File: config.mk
export PLATFORM = sky130hd
export DESIGN_NAME = shift_sequencer
export DESIGN_NICKNAME = d
export VERILOG_FILES = /design/src/rtl/shift_sequencer.sv
export SDC_FILE = /design/constraint.sdc
export NUM_CORES = 1
export LEC_CHECK = 0
export ABC_AREA = 1
export ABC_CLOCK_PERIOD_IN_PS = 1200
export BUFFER_PORTS_ARGS = -buffer_cell sky130_fd_sc_hd__clkbuf_2
export CAP_MARGIN = 10
export CORE_MARGIN = 2
export CORE_UTILIZATION = 25
export DETAILED_ROUTE_END_ITERATION = 10
export PLACE_DENSITY = 0.53
export SLEW_MARGIN = 20
export SYNTH_ARGS = -nofsm -noshare
export SYNTH_HDL_FRONTEND = slang
export SYNTH_SLANG_ARGS = --single-unit
File: constraint.sdc
create_clock -name clk -period 1.2 [get_ports clk]
set_input_delay 0.06 -clock clk [delete_from_list [all_inputs] [get_ports clk]]
set_output_delay 0.06 -clock clk [all_outputs]
set_load 0.01 [all_outputs]
File: src/rtl/shift_sequencer.sv
// Sequencer in front of the 4-bit combinational shifter: loads an operand, steps it N times, reports done.
// Optional abort input is compiled in when SHIFT_SEQ_ABORT_EN is defined.
module shift_sequencer #(
    parameter int WIDTH = 4,
    parameter int CNT_W = 3
) (
    input  logic             clk,
    input  logic             rst,
    input  logic             start,
    input  logic [WIDTH-1:0] load_val,
    input  logic             dir,
    input  logic             rot,
    input  logic             fill,
    input  logic [CNT_W-1:0] steps,
`ifdef SHIFT_SEQ_ABORT_EN
    input  logic             abort,
`endif
    input  logic [WIDTH-1:0] sh_Y,
    output logic             busy,
    output logic             done,
    output logic [WIDTH-1:0] Q,
    output logic [WIDTH-1:0] sh_I,
    output logic             sh_D,
    output logic             sh_R,
    output logic             sh_F,
    output logic             sh_En
);

    typedef enum logic [1:0] {
        ST_IDLE  = 2'd0,
        ST_SHIFT = 2'd1,
        ST_DONE  = 2'd2
    } state_t;

    state_t           r_state;
    state_t           w_stateNext;
    logic [WIDTH-1:0] r_q;
    logic [WIDTH-1:0] w_qNext;
    logic [CNT_W-1:0] r_cnt;
    logic [CNT_W-1:0] w_cntNext;
    logic             r_dir;
    logic             r_rot;
    logic             r_fill;
    logic             w_dirNext;
    logic             w_rotNext;
    logic             w_fillNext;
    logic             w_abort;

`ifdef SHIFT_SEQ_ABORT_EN
    assign w_abort = abort;
`else
    assign w_abort = 1'b0;
`endif

    always_ff @(posedge clk) begin
        if (rst) begin
            r_state <= ST_IDLE;
        end else begin
            r_state <= w_stateNext;
        end
    end

    always_ff @(posedge clk) begin
        if (rst) begin
            r_q    <= '0;
            r_cnt  <= '0;
            r_dir  <= 1'b0;
            r_rot  <= 1'b0;
            r_fill <= 1'b0;
        end else begin
            r_q    <= w_qNext;
            r_cnt  <= w_cntNext;
            r_dir  <= w_dirNext;
            r_rot  <= w_rotNext;
            r_fill <= w_fillNext;
        end
    end

    // Abort outranks the final-step transition and leaves Q at the partial value.
    always_comb begin
        w_stateNext = r_state;
        w_qNext     = r_q;
        w_cntNext   = r_cnt;
        w_dirNext   = r_dir;
        w_rotNext   = r_rot;
        w_fillNext  = r_fill;
        case (r_state)
            ST_IDLE: begin
                if (start) begin
                    w_qNext    = load_val;
                    w_cntNext  = steps;
                    w_dirNext  = dir;
                    w_rotNext  = rot;
                    w_fillNext = fill;
                    w_stateNext = (steps == '0) ? ST_DONE : ST_SHIFT;
                end
            end
            ST_SHIFT: begin
                if (w_abort) begin
                    w_cntNext   = '0;
                    w_stateNext = ST_IDLE;
                end else begin
                    w_qNext   = sh_Y;
                    w_cntNext = r_cnt - CNT_W'(1);
                    if (r_cnt == CNT_W'(1)) begin
                        w_stateNext = ST_DONE;
                    end
                end
            end
            ST_DONE: begin
                w_stateNext = ST_IDLE;
            end
            default: begin
                w_stateNext = ST_IDLE;
            end
        endcase
    end

    assign busy  = (r_state == ST_SHIFT);
    assign sh_En = (r_state == ST_SHIFT);
    assign done  = (r_state == ST_DONE);
    assign Q     = r_q;
    assign sh_I  = r_q;
    assign sh_D  = r_dir;
    assign sh_R  = r_rot;
    assign sh_F  = r_fill;

endmodule

* Word level (Yosys, flattened, before mapping) *
Index checks and enable logic that the tools add are counted.

word-level totals
  output and inout bits = 14
  register bits = 12
  input port bits = 17
  word-level logic and storage cells = 26

cells by class
  equal/unequal tests = 5
  reduce and logical (&&, ||, !) cells = 6
  add/subtract/negate cells = 1
  muxes and demuxes = 8

operator list
  operator                                              number
  one-hot mux 4 bit (2 select lines)                    1
  two-way mux 2 bit                                     3
  one-hot mux 3 bit (2 select lines)                    1
  AND reduction 2 bit                                   3
  two-way mux 4 bit                                     1
  one-hot mux 2 bit (2 select lines)                    1
  equality test 3 x 1 -> 1 bit (second input constant)  1
  zero test 3 bit                                       1
  two-way mux 3 bit                                     1
  subtractor 3 x 1 -> 3 bit (second input constant)     1
  equality test 2 x 1 -> 1 bit (second input constant)  1
  equality test 2 bit (second input constant)           1
  zero test 2 bit                                       1
  != test 2 x 1 -> 1 bit (second input constant)        1
  != test 2 bit (second input constant)                 1
  nonzero test 2 bit                                    1

* Logic depth before layout (Yosys ltp) *
  word-level depth = 4
  gate-level depth with buffers = 8
  depth with buffers taken out = 8

* Least setup slack after synthesis *
Ideal clock, no wire load.

  path type = register to register
  from = register r_state[0]
  to = register r_cnt[0]
  buffers on the path = 0
  library setup time = 114 ps
  arrival time = 883 ps
  required time = 1086 ps
  path slack = 204 ps
  period minus slack after synthesis = 996 ps
  cell stages (with the launch flop) = 6
  cells stage by stage = dfxtp_1 -> inv_2 -> nor2_4 -> nand2_1 -> a21oi_1 -> nor2_1

on the way
  word-level cells in the longest chain between the ends = 3
  elaborated cells between the ends (all ways) = 6
  classes of those cells = eq/ne: 2; mux: 1; reduce/logical: 3

RTL lines
  item                              line  RTL
  start: declaration                35    state_t r_state;
  start signal: assignment          59    r_state <= w_stateNext;
  equality test 2 x 1 -> 1 bit (*)  n/a
  via busy                          19    output logic busy,
  nonzero test 2 bit (no line)      n/a
  AND reduction 2 bit (no line)     n/a
  end signal: assignment            72    r_cnt <= w_cntNext;
  end: declaration                  39    logic [CNT_W-1:0] r_cnt;

The timed path passes the listed nets; every way through them passes the cells marked *.
A chain may end at the register's enable or synchronous reset.

* Final worst setup path *
  from = register r_state[0]
  to = output sh_En

on the way
  word-level cells in the longest chain between the ends = 1

RTL lines
  item                          line  RTL
  equality test 2 x 1 -> 1 bit  120   assign sh_En = (r_state == ST_SHIFT);
  end: declaration              26    output logic sh_En

No other way between the ends.

==> results.py <==
metrics = {
    "final_layout": {
        "final_util": 0.352,
        "drive_gt1_frac": 0.299,
        "layout_commonest_cell": "nand2_1",
        "layout_common_cells": "nand2_1 (36), clkbuf_2 (30), nor2_1 (20), inv_1 (14), dfxtp_1 (10)",
        "synthToLayoutAreaGrowth_pct": 31.8,
        "fin_nets": 157,
        "antenna_cells": 0,
    },
    "power": {
        "ir_drop_v": 0.000771,
        "finalPower_mw": 1.16,
        "powerDensity_nw_per_um2": 1310,
        "power_leakage_nw": 0.496,
    },
    "sta": {
        "skew_ns": 0.000822,
        "post-route-period-util": 0.924,
        "max-slew-margin-rel": 0.779,
        "finalMaxSlewViolations": 0,
        "fmax_mhz": 902,
        "tightest_slew_ns": 0.331,
        "setup_tns_ns": 0,
        "rsz0062_at_grt": "no",
        "hold_viol_final": 0,
        "setup_viol": 0,
        "fin_crit_ns": 1.11,
    },
    "synthesis": {
        "synth_seq_cells": 12,
        "syn_nets": 127,
        "seq_area_frac_synth": 0.357,
        "yosys_warnings": 0,
        "syn_inst": 108,
        "synth_area_leaders": "dfxtp_1 (36%), nand2_1 (21%), nor2_1 (11%), inv_1 (7.8%), buf_4 (5.6%)",
        "syn_area_per_cell_sq_um": 6.23,
        "synth_top_area_cell": "dfxtp_1",
        "synth_cell_types": 16,
        "synthesis.area_sq_um": 673,
        "netlist.area_leader.share": 0.357,
    },
    "clock_network": {
        "clock_latency_ns": 0.27,
        "cts_tree": "done",
        "cts.path.max_buffers": 2,
        "cts.sinks": 12,
        "clk_pin_slew_ns": 0.08,
        "numCtsBuffers": 3,
        "cts-root-buf": "clkbuf_4",
        "ctsHtreeMaxLevel": 1,
    },
    "detailed_routing": {
        "routed_wl_um": 1490,
        "wl_met3_um": 103,
        "wl_per_cell_um": 8.89,
        "routed.top_layer": "met3",
        "ant_nets": 0,
        "wl_met1_um": 721,
        "routed-via-count": 686,
        "first_iter_violations": 9,
        "met2_length_um": 660,
        "viasPerCell": 4.11,
        "first_pass_iters": 4,
        "drc_errors": 0,
    },
    "outcome": {
        "outcome": "finished clean",
    },
    "worst_hold_path": {
        "min_path_type": "in -> reg",
    },
    "floorplan": {
        "die_y_um": 55.9,
        "coreArea_sq_um": 2520,
        "die_area_sq_um": 3120,
        "die_w_um": 55.9,
        "io_pins": 31,
        "rows": 18,
        "initial_utilization": 0.267,
    },
    "worst_setup_path": {
        "required_ns": 1.14,
        "crit_type": "reg -> out",
        "cpMaxStageDelayCell": "dfxtp_2",
        "crit_arrival_ns": 1.05,
        "end_kind": "output pin",
        "critical_path.max_stage_delay_ns": 0.42,
        "critPathMaxFanout": 7,
        "startpoint_type": "register",
        "cp_cell_sequence": "inv_2, nor2_4, clkbuf_2",
    },
    "global_routing": {
        "grt_pass1_wl_um": 2460,
        "grt_pass1_vias": 610,
        "gr-total-overflow": 0,
        "grt_max_degree": 14,
        "antenna_found_initial": 0,
        "grtUsageTotal": 0.0986,
    },
    "place": {
        "dpl.hpwl_um": 1180,
        "gp_routability_congestion": 0.757,
        "port_buffers": 30,
    },
    "flow_run": {
        "cap_violations": 0,
    },
}
## layer usage
metal,vias up,global-route usage
li1,377,-
met1,283,0.122
met2,26,0.163
met3,0,0.0442
met4,0,0.0102
met5,-,0
## what timing repair did
action                     CTS  global route
setup endpoints to repair    2             9
hold buffers                 1             0
setup buffers                0             1
hold endpoints to repair     1             0
gates resized for setup      1             3
pin swaps                    0             1
## path summary, 6_finish.rpt
check	from	endpoint	slack, ns	depth (start not counted)
setup / recovery	r_state[0]$_SDFFE_PP0P_	sh_En	0.09	3
hold / removal	rot	sh_R$_SDFFE_PP0P_	0.04	3
setup reg to reg	r_cnt[0]$_SDFFE_PP0P_	r_cnt[2]$_SDFFE_PP0P_	0.13	8
hold reg to reg	sh_F$_SDFFE_PP0P_	sh_F$_SDFFE_PP0P_	0.49	2
## worst max-delay path, delay by kind of cell, from the launching register on
family / cells / cell delay [ns]
and+or+nand+nor: 1 / 0.14
DFF: 1 / 0.42
buffers and inverters: 2 / 0.21
## cell usage after synthesis
master,instances
a21oi_1,3
buf_4,5
buf_6,1
clkbuf_1,1
dfxtp_1,12
ha_1,2
inv_1,14
inv_2,1
nand2_1,37
nand3_1,4
nor2_1,20
nor2_4,1
nor3_1,2
o21ai_0,3
o21ai_1,1
o21ai_2,1
## cell type report
cell class                      instances  area [sq um]
Clock buffer                            4          36.3
Fill cell                             289          1640
Inverter                               15          56.3
Multi-Input combinational cell         74           334
Sequential cell                        12           243
Tap cell                               30          37.5
Timing Repair Buffer                   32           180
## logic make-up (layout without fill, tap and decap cells)
kind of cell	count (synthesis)	in the layout	share of synthesized area
AO/OA/AOI/OAI	8	8	0.0650
adder cells (fa/ha/maj)	2	2	0.0372
buffers and inverters	22	51	0.162
flip-flops	12	12	0.357
AND/OR/NAND/NOR	64	64	0.379
## registers in the layout, summed over array words and instances (netlist names)
register,cells
Q,4
r_cnt,3
r_state,2
sh_D,1
sh_F,1
sh_R,1
## metrics by stage
stage	std cells	setup slack, ns	cell area [sq um]	hold WS [ns]
4_1_cts	166	0.0156	856	0.0255
6_report	167	0.0913	887	0.0372
5_1_grt	167	0.0215	887	0.0670
3_5_place_dp	161	0.0324	808	0.237
2_1_floorplan	108	0.204	673	0.129
3_3_place_gp	161	0.0705	808	0.232
## power by group
part / leakage (nW) / switching (mW) / total (mW) / internal [mW]
sequential: 0.100 / 0.0380 / 0.486 / 0.448
clock: 0.0210 / 0.136 / 0.320 / 0.184
combinational: 0.375 / 0.202 / 0.355 / 0.154
total: 0.496 / 0.375 / 1.16 / 0.786
Power figures use the tool's default switching activity.
